File: src/rtl/alu_pipe.sv
// alu_pipe: two-stage pipelined ALU (add/sub/inc/dec/and/or/xor/not) with carry, overflow, zero and negative flags.
// Latency: 2 clocks from input accept to out_valid; sustains 1 op/clock.
// Backpressure: out_ready low holds y/flags stable; up to 2 ops buffered, then in_ready drops.
//
// Ports:
//   clk, rst                    single clock; asynchronous active-high reset
//   in_valid/in_ready, a, b, op input handshake and operands (op: 000 add, 001 sub, 010 inc a,
//                               011 dec a, 100 and, 101 or, 110 xor, 111 not a)
//   out_valid/out_ready         output handshake
//   y, cout, ovf, zero, neg     result and flags (cout on sub/dec: 1 = no borrow)
// Optional build macro ALU_SAT_EN: unsigned saturation on add/sub/inc/dec
// (cout/ovf still describe the raw result).
module alu_pipe #(
    parameter int WIDTH = 16
) (
    input  logic             clk,
    input  logic             rst,
    input  logic             in_valid,
    output logic             in_ready,
    input  logic [WIDTH-1:0] a,
    input  logic [WIDTH-1:0] b,
    input  logic [2:0]       op,
    output logic             out_valid,
    input  logic             out_ready,
    output logic [WIDTH-1:0] y,
    output logic             cout,
    output logic             ovf,
    output logic             zero,
    output logic             neg
);

    localparam logic [2:0] OP_ADD = 3'b000;
    localparam logic [2:0] OP_SUB = 3'b001;
    localparam logic [2:0] OP_INC = 3'b010;
    localparam logic [2:0] OP_DEC = 3'b011;
    localparam logic [2:0] OP_AND = 3'b100;
    localparam logic [2:0] OP_OR  = 3'b101;
    localparam logic [2:0] OP_XOR = 3'b110;

    typedef struct packed {
        logic [WIDTH-1:0] a;
        logic [WIDTH-1:0] b;
        logic [2:0]       op;
    } opnd_t;

    typedef struct packed {
        logic [WIDTH-1:0] y;
        logic             cout;
        logic             ovf;
        logic             zero;
        logic             neg;
    } res_t;

    logic             s1_valid;
    logic             s2_valid;
    opnd_t            s1_dat;
    res_t             s2_dat;
    res_t             res_nxt;
    logic             accept;
    logic             s2_load;

    logic [WIDTH-1:0] opb;
    logic             cin;
    logic             arith;
    logic [WIDTH:0]   sum;
    logic [WIDTH-1:0] r;

    // Ready only depends on pipeline occupancy and out_ready, never on in_valid.
    assign in_ready = !s1_valid || !s2_valid || out_ready;
    assign accept   = in_valid && in_ready;
    assign s2_load  = s1_valid && (!s2_valid || out_ready);

    // Stage-2 datapath: every arithmetic op is folded onto one adder as
    // a + opb + cin, so carry and overflow come out of a single sum.
    always_comb begin
        opb   = s1_dat.b;
        cin   = 1'b0;
        arith = 1'b1;
        case (s1_dat.op)
            OP_ADD: begin opb = s1_dat.b;  cin = 1'b0; end
            OP_SUB: begin opb = ~s1_dat.b; cin = 1'b1; end
            OP_INC: begin opb = '0;        cin = 1'b1; end
            OP_DEC: begin opb = '1;        cin = 1'b0; end
            default: arith = 1'b0;
        endcase

        sum     = {1'b0, s1_dat.a} + {1'b0, opb} + {{WIDTH{1'b0}}, cin};
        r       = '0;
        res_nxt = '0;

        if (arith) begin
            r            = sum[WIDTH-1:0];
            res_nxt.cout = sum[WIDTH];
            // Signed overflow: operands agree in sign but the result does not.
            res_nxt.ovf  = (s1_dat.a[WIDTH-1] == opb[WIDTH-1]) &&
                           (sum[WIDTH-1] != s1_dat.a[WIDTH-1]);
`ifdef ALU_SAT_EN
            // op[0]=0: add/inc (carry saturates high); op[0]=1: sub/dec (borrow saturates low).
            if (!s1_dat.op[0] && sum[WIDTH]) begin
                r = '1;
            end else if (s1_dat.op[0] && !sum[WIDTH]) begin
                r = '0;
            end
`endif
        end else begin
            case (s1_dat.op)
                OP_AND:  r = s1_dat.a & s1_dat.b;
                OP_OR:   r = s1_dat.a | s1_dat.b;
                OP_XOR:  r = s1_dat.a ^ s1_dat.b;
                default: r = ~s1_dat.a;
            endcase
        end

        res_nxt.y    = r;
        res_nxt.zero = (r == '0);
        res_nxt.neg  = r[WIDTH-1];
    end

    always_ff @(posedge clk or posedge rst) begin
        if (rst) begin
            s1_valid <= 1'b0;
            s2_valid <= 1'b0;
            s1_dat   <= '0;
            s2_dat   <= '0;
        end else begin
            if (accept) begin
                s1_valid <= 1'b1;
                s1_dat   <= '{a: a, b: b, op: op};
            end else if (s2_load) begin
                s1_valid <= 1'b0;
            end

            if (s2_load) begin
                s2_valid <= 1'b1;
                s2_dat   <= res_nxt;
            end else if (out_ready) begin
                s2_valid <= 1'b0;
            end
        end
    end

    assign out_valid = s2_valid;
    assign y         = s2_dat.y;
    assign cout      = s2_dat.cout;
    assign ovf       = s2_dat.ovf;
    assign zero      = s2_dat.zero;
    assign neg       = s2_dat.neg;

endmodule
File: config.mk
export PLATFORM = sky130hd
export DESIGN_NAME = alu_pipe
export DESIGN_NICKNAME = d
export VERILOG_FILES = /design/src/rtl/alu_pipe.sv
export SDC_FILE = /design/constraint.sdc
export NUM_CORES = 1
export LEC_CHECK = 0
export BUFFER_PORTS_ARGS = -buffer_cell sky130_fd_sc_hd__buf_2
export CORE_UTILIZATION = 26
export CTS_BUF_LIST = sky130_fd_sc_hd__clkbuf_4
export CTS_CLUSTER_SIZE = 40
export DETAILED_ROUTE_END_ITERATION = 10
export PLACE_DENSITY = 0.51
export SLEW_MARGIN = 20
export SYNTH_ARGS = -nofsm -noshare
export SYNTH_HDL_FRONTEND = slang
export SYNTH_SLANG_ARGS = --single-unit
File: constraint.sdc
create_clock -name clk -period 7.45 [get_ports clk]
set_input_delay 1.49 -clock clk [delete_from_list [all_inputs] [get_ports clk]]
set_output_delay 1.49 -clock clk [all_outputs]
set_load 0.02 [all_outputs]
======== Yosys cells after proc, flatten, opt, wreduce, memory -nomap -nowiden ========
Cells that the tools add are included.
storage, ports and cells
  output and inout bits ................... 22
  word-level logic and storage cells ...... 49
  input bits .............................. 39
  flip-flop bits (word level) ............. 57
cells by class
  reduce and logical (&&, ||, !) cells .... 14
  add/subtract/negate cells ............... 2
  equal/unequal tests ..................... 8
  bitwise logic cells ..................... 5
  multiplexer cells ....................... 10
operator list
  operator                                                         number
  16-bit one-hot mux with 3 select lines                           2
  16-bit NOT                                                       2
  16-bit by 16-bit adder with 17-bit output                        1
  17-bit by 1-bit adder with 17-bit output                         1
  16-bit AND                                                       1
  16-bit logical NOT                                               1
  16-bit two-way mux                                               1
  16-bit OR                                                        1
  16-bit XOR                                                       1
  3-bit == test, second input constant                             3
  3-bit by 2-bit == test with 1-bit output, second input constant  2
  1-bit two-way mux                                                6
  2-bit nonzero test                                               2
  4-bit OR reduction                                               1
  3-bit by 1-bit == test with 1-bit output, second input constant  1
  1-bit logical AND                                                3
  3-bit logical NOT                                                1
  1-bit logical OR                                                 3
  1-bit logical NOT                                                2
  2-bit two-way mux                                                1
  2-bit OR reduction                                               1
  1-bit == test                                                    1
  1-bit != test                                                    1

======== Depth between registers and ports, before layout ========
  depth after elaboration ................. 7
  mapped depth ............................ 17
  gate-level depth less buffers ........... 14

======== Worst setup path after synthesis ========
Ideal clock, no wire load.
  path type ............................... register to register
  from .................................... register s1_dat[0] (netlist name)
  to ...................................... register s2_dat (netlist bit zero)
  cell stages (with the launch flop) ...... 17
  library setup time ...................... 0.092 ns
  required time ........................... 7.358 ns
  clock period less this slack ............ 3.848 ns
  arrival time ............................ 3.756 ns
  path buffers ............................ 4
  path slack .............................. 3.602 ns
  cell sequence ........................... dfrtp_1 -> buf_2 -> buf_1 -> buf_1 -> clkbuf_1 -> a22oi_1 -> fa_1 -> inv_1 -> fa_1 -> a21o_1 -> nand4_1 -> a211o_1 -> and3_1 -> or4_1 -> o211ai_1 -> nand4_1 -> o31ai_2
on the way
  word-level cells in the longest chain between the ends .. 6
  elaborated cells on any way between the ends .. 17
  classes of those cells .................. add/sub: 2; eq/ne: 6; mux: 5; reduce/logical: 4
ends and longest elaborated chain
  what                                                                                                  line    RTL
  from (decl)                                                                                           56      opnd_t s1_dat;
  from (signal assigned)                                                                                128     s1_dat <= '{a: a, b: b, op: op};
  3-bit by 2-bit == test with 1-bit output or 3-bit by 1-bit == test with 1-bit output (tied branches)  79      case (s1_dat.op)
  16-bit one-hot mux with 3 select lines or 2-bit OR reduction (tied branches)                          n/a
  16-bit by 16-bit adder with 17-bit output or 1-bit two-way mux (tied branches)                        87, 79
  17-bit by 1-bit adder with 17-bit output                                                              87      sum = {1'b0, s1_dat.a} + {1'b0, opb} + {{WIDTH{1'b0}}, cin};
  16-bit two-way mux (*)                                                                                91      if (arith) begin
  16-bit logical NOT (*)                                                                                115     res_nxt.zero = (r == '0);
  to (signal assigned)                                                                                  135     s2_dat <= res_nxt;
  to (decl)                                                                                             57      res_t s2_dat;
Every way passes the cells marked *; elsewhere a longest branch is shown, timed or not.
A chain may end at the register's enable or synchronous reset.

======== Worst setup path after layout ========
  from .................................... register s1_dat[2] (netlist name)
  to ...................................... register s2_dat (netlist bit zero)
The elaborated chain is that of the path after synthesis.

==> flow_metrics.env <==
export IMPL_use_met3_pct=2.08
export IMPL_crit_chain="buf_4 > inv_1 > o21ai_1 > buf_4 > a22oi_1 > fa_1 > inv_1 > fa_1 > a21o_1 > nand4_1 > a211o_1 > and3_1 > or4_1 > o211ai_1 > nand4_1 > o31ai_2"
export IMPL_instances_no_fill=681
export IMPL_io_buffer_count=60
export IMPL_comb_power_share_pct=56.3
export IMPL_die_w_um=131
export IMPL_min_from="y[13]$_DFFE_PP0P_"
export IMPL_dp_slack_ns=3.37
export IMPL_fp_dieArea_um2=17300
export IMPL_postCtsSetupBuffers=0
export IMPL_worst_pin_slew_ns=0.894
export IMPL_syn_inst=413
export IMPL_p_sw_w=0.000560
export IMPL_yosysMostFrequentCell="dfrtp_1"
export IMPL_worstPathMaxFanout=42
export IMPL_crit_family="compound AO/OA/AOI/OAI gates"
export IMPL_yosysTopAreaCell="dfrtp_1"
export IMPL_ir_worst_vdd_v=0.0000970
export IMPL_grt_pass1_wl_um=16500
export IMPL_grt_ovfl_total=0
export IMPL_clock_latency_ns=0.39
export IMPL_multiInputGateArea_um2=2650
export IMPL_ys_ff_latch=56
export IMPL_drv_cap=0
export IMPL_max_slew_margin_rel_pct=40.3
export IMPL_fin_setup_tns_ns=0
export IMPL_first_pass_iters=4
export IMPL_finalSetupViolCount=0
export IMPL_synthArstFlopShare_pct=100
export IMPL_ioPinCount=61
export IMPL_dp_cells=672
export IMPL_worstSetupPathType="flop to flop"
export IMPL_synth_common_cells="dfrtp_1 (56), inv_1 (53), ha_1 (47)"
export IMPL_max_freq_mhz=245
export IMPL_ys_seq_area_share_pct=32.2
export IMPL_p_leak_nw=2.36
export IMPL_r2r_end="zero$_DFFE_PP0P_"
export IMPL_fin_ws_ns=3.36
export IMPL_startpoint_type="flop"
export IMPL_cts_buffers=5
export IMPL_hold_path_class="flop to flop"
export IMPL_via_count=3170
export IMPL_internal_power_w=0.000746
export IMPL_ys_types=57
export IMPL_gr_usage_met1_pct=16.7
export IMPL_hold_slack_ns=0.499
export IMPL_track_usage_pct=11.8
export IMPL_end_kind="flop"
export IMPL_slowest_delay_ns=0.44
export IMPL_holdPathStages=2
export IMPL_grt_start_max_net_pins=57
export IMPL_tritoncts="built"
export IMPL_synth_edf_count=0
export IMPL_start_util_pct=27.0
export IMPL_syn_area_um2=4360
export IMPL_clkSinkCount=56
export IMPL_final_area_um2=4930
export IMPL_clk_pin_slew_ns=0.16
export IMPL_worst_path_buf_inv=4
export IMPL_drv_slew=0
export IMPL_yosysWarnings=0
export IMPL_fin_worst_skew_ns=0.0133
export IMPL_min_period_ns=4.09
export IMPL_rows=46
export IMPL_min_to="y[13]$_DFFE_PP0P_"
export IMPL_cp_data_arrival_time_ns=4.39
export IMPL_fillers=1665
export IMPL_layout_nets=551
export IMPL_seqPwrFrac_pct=33.2
export IMPL_drive_gt1_share_pct=28.9
export IMPL_die_y_um=131
export IMPL_crit_required_ns=7.75
export IMPL_antenna_found_initial=1
export IMPL_critPathSlowestCell="fa_1"
export IMPL_met2_usage_pct=18.2
export IMPL_synth_ff_type="dfrtp_1"
export IMPL_grt_pass1_vias=3327
export IMPL_power_density_nw_per_um2=265
export IMPL_syn_num_nets=501
export IMPL_synth_area_top_cells="dfrtp_1 (32%), ha_1 (14%), mux2_2 (11%)"
export IMPL_wire_per_inst_um=14.3
export IMPL_cts_resized=0
export IMPL_area_delta_synth_final_pct=13.1
export IMPL_cts_hold_buffers_added=0
export IMPL_seqCellArea_um2=1400
export IMPL_busiest_layer="met2"
export IMPL_synth_area_per_cell_um2=10.5
export IMPL_synth_top_area_share_pct=32.2
export IMPL_p_sw_share_pct=42.9
export IMPL_cts_buffer_depth=2
export IMPL_ant_nets=0
export IMPL_rr_startpoint="s1_dat[2]$_DFFE_PP0P_"
export IMPL_drtIter0Drc=126
export IMPL_reg2reg_depth=16
export IMPL_place_hpwl_um=7460
export IMPL_p_clk_share_pct=10.4
export IMPL_finalHoldViolCount=0
export IMPL_drc=0
export IMPL_clockRootBuffer="clkbuf_4"
export IMPL_rsz0062_at_grt="no"
export IMPL_core_um2=16100
export IMPL_finalWirelength_um=9760
export IMPL_outcome="finished, final reports clean"
export IMPL_viasPerCell=4.65
export IMPL_r2r_slack_ns=3.36
export IMPL_dpl_instance_area_um2=4870
export IMPL_htreeDepth=2
export IMPL_gp_congestion=0.801
export IMPL_period_share_pct=54.8
==> cell type report <==
cell class,instances,share of cell area [%]
clock inverters,1,0.0762
well taps,216,5.49
diodes,1,0.0508
clock buffers,7,1.07
inverters,54,4.11
flip-flops and latches,56,28.4
multi-input cells,280,53.8
repair buffers,66,7.01
==> layer usage <==
| layer | routed length (um) | part of all wire (%) |
|---|---|---|
| met2 | 4150 | 42 |
| met1 | 5100 | 52 |
| met5 | 0 | 0 |
| met3 | 339 | 3.5 |
| met4 | 165 | 1.7 |
==> flip-flops by register name (all words and copies together) (netlist names) <==
name,flops
zero,1
y,16
out_valid,1
cout,1
ovf,1
s1_dat,35
s1_valid,1
==> through the flow <==
| step | total power (W) | utilization [%] |
|---|---|---|
| floorplan | 0.000989 | - |
| global placement | 0.00116 | 30.2 |
| detailed placement | 0.00118 | 30.2 |
| CTS | 0.00132 | 30.6 |
| global route | 0.00143 | 30.6 |
| finish | 0.00131 | 30.6 |
==> power by group through the flow <==
stage | combinational [W] | sequential [W] | clock, W
3_3_place_gp | 0.000724 | 0.000440 | 0
6_report | 0.000736 | 0.000434 | 0.000136
5_1_grt | 0.000822 | 0.000447 | 0.000156
2_1_floorplan | 0.000505 | 0.000483 | 0
3_5_place_dp | 0.000737 | 0.000442 | 0
4_1_cts | 0.000741 | 0.000435 | 0.000147
==> worst min-delay path, stage by stage (launching register included) <==
cell	delay, ns
dfrtp_1	0.37
nand2_1	0.05
o21ai_0	0.06
==> kinds of logic after synthesis <==
logic type,Yosys count,share of synthesized area [%]
adders and majority gates,49,14.4
buffers and inverters,77,7.01
xor gates and xnor gates,11,2.21
AOI/OAI and AO/OA,84,14.1
muxes,79,23.4
and+or+nand+nor,57,6.72
DFF,56,32.2
==> cell usage in the layout, fill, tap and decap left out, types with 7 or more instances in the layout <==
cell type,n
mux2i_1,20
a22o_1,15
ha_1,47
inv_1,52
a21oi_1,12
mux4_2,11
clkbuf_4,7
nand2_1,23
buf_2,60
o21ai_0,11
mux2_2,44
dfrtp_1,56
==> how the worst max path moves through the flow <==
stage	start	depth (start not counted)	slack, ns	end
3_3_place_gp	s1_dat[2]$_DFFE_PP0P_	16	3.50	zero$_DFFE_PP0P_
4_1_cts	s1_dat[2]$_DFFE_PP0P_	16	3.34	zero$_DFFE_PP0P_
2_1_floorplan	s1_dat[0]$_DFFE_PP0P_	16	3.60	zero$_DFFE_PP0P_
6_report	s1_dat[2]$_DFFE_PP0P_	16	3.36	zero$_DFFE_PP0P_
5_1_grt	s1_dat[2]$_DFFE_PP0P_	16	3.03	zero$_DFFE_PP0P_
3_5_place_dp	s1_dat[2]$_DFFE_PP0P_	16	3.37	zero$_DFFE_PP0P_
(Power assumes the default switching activity.)
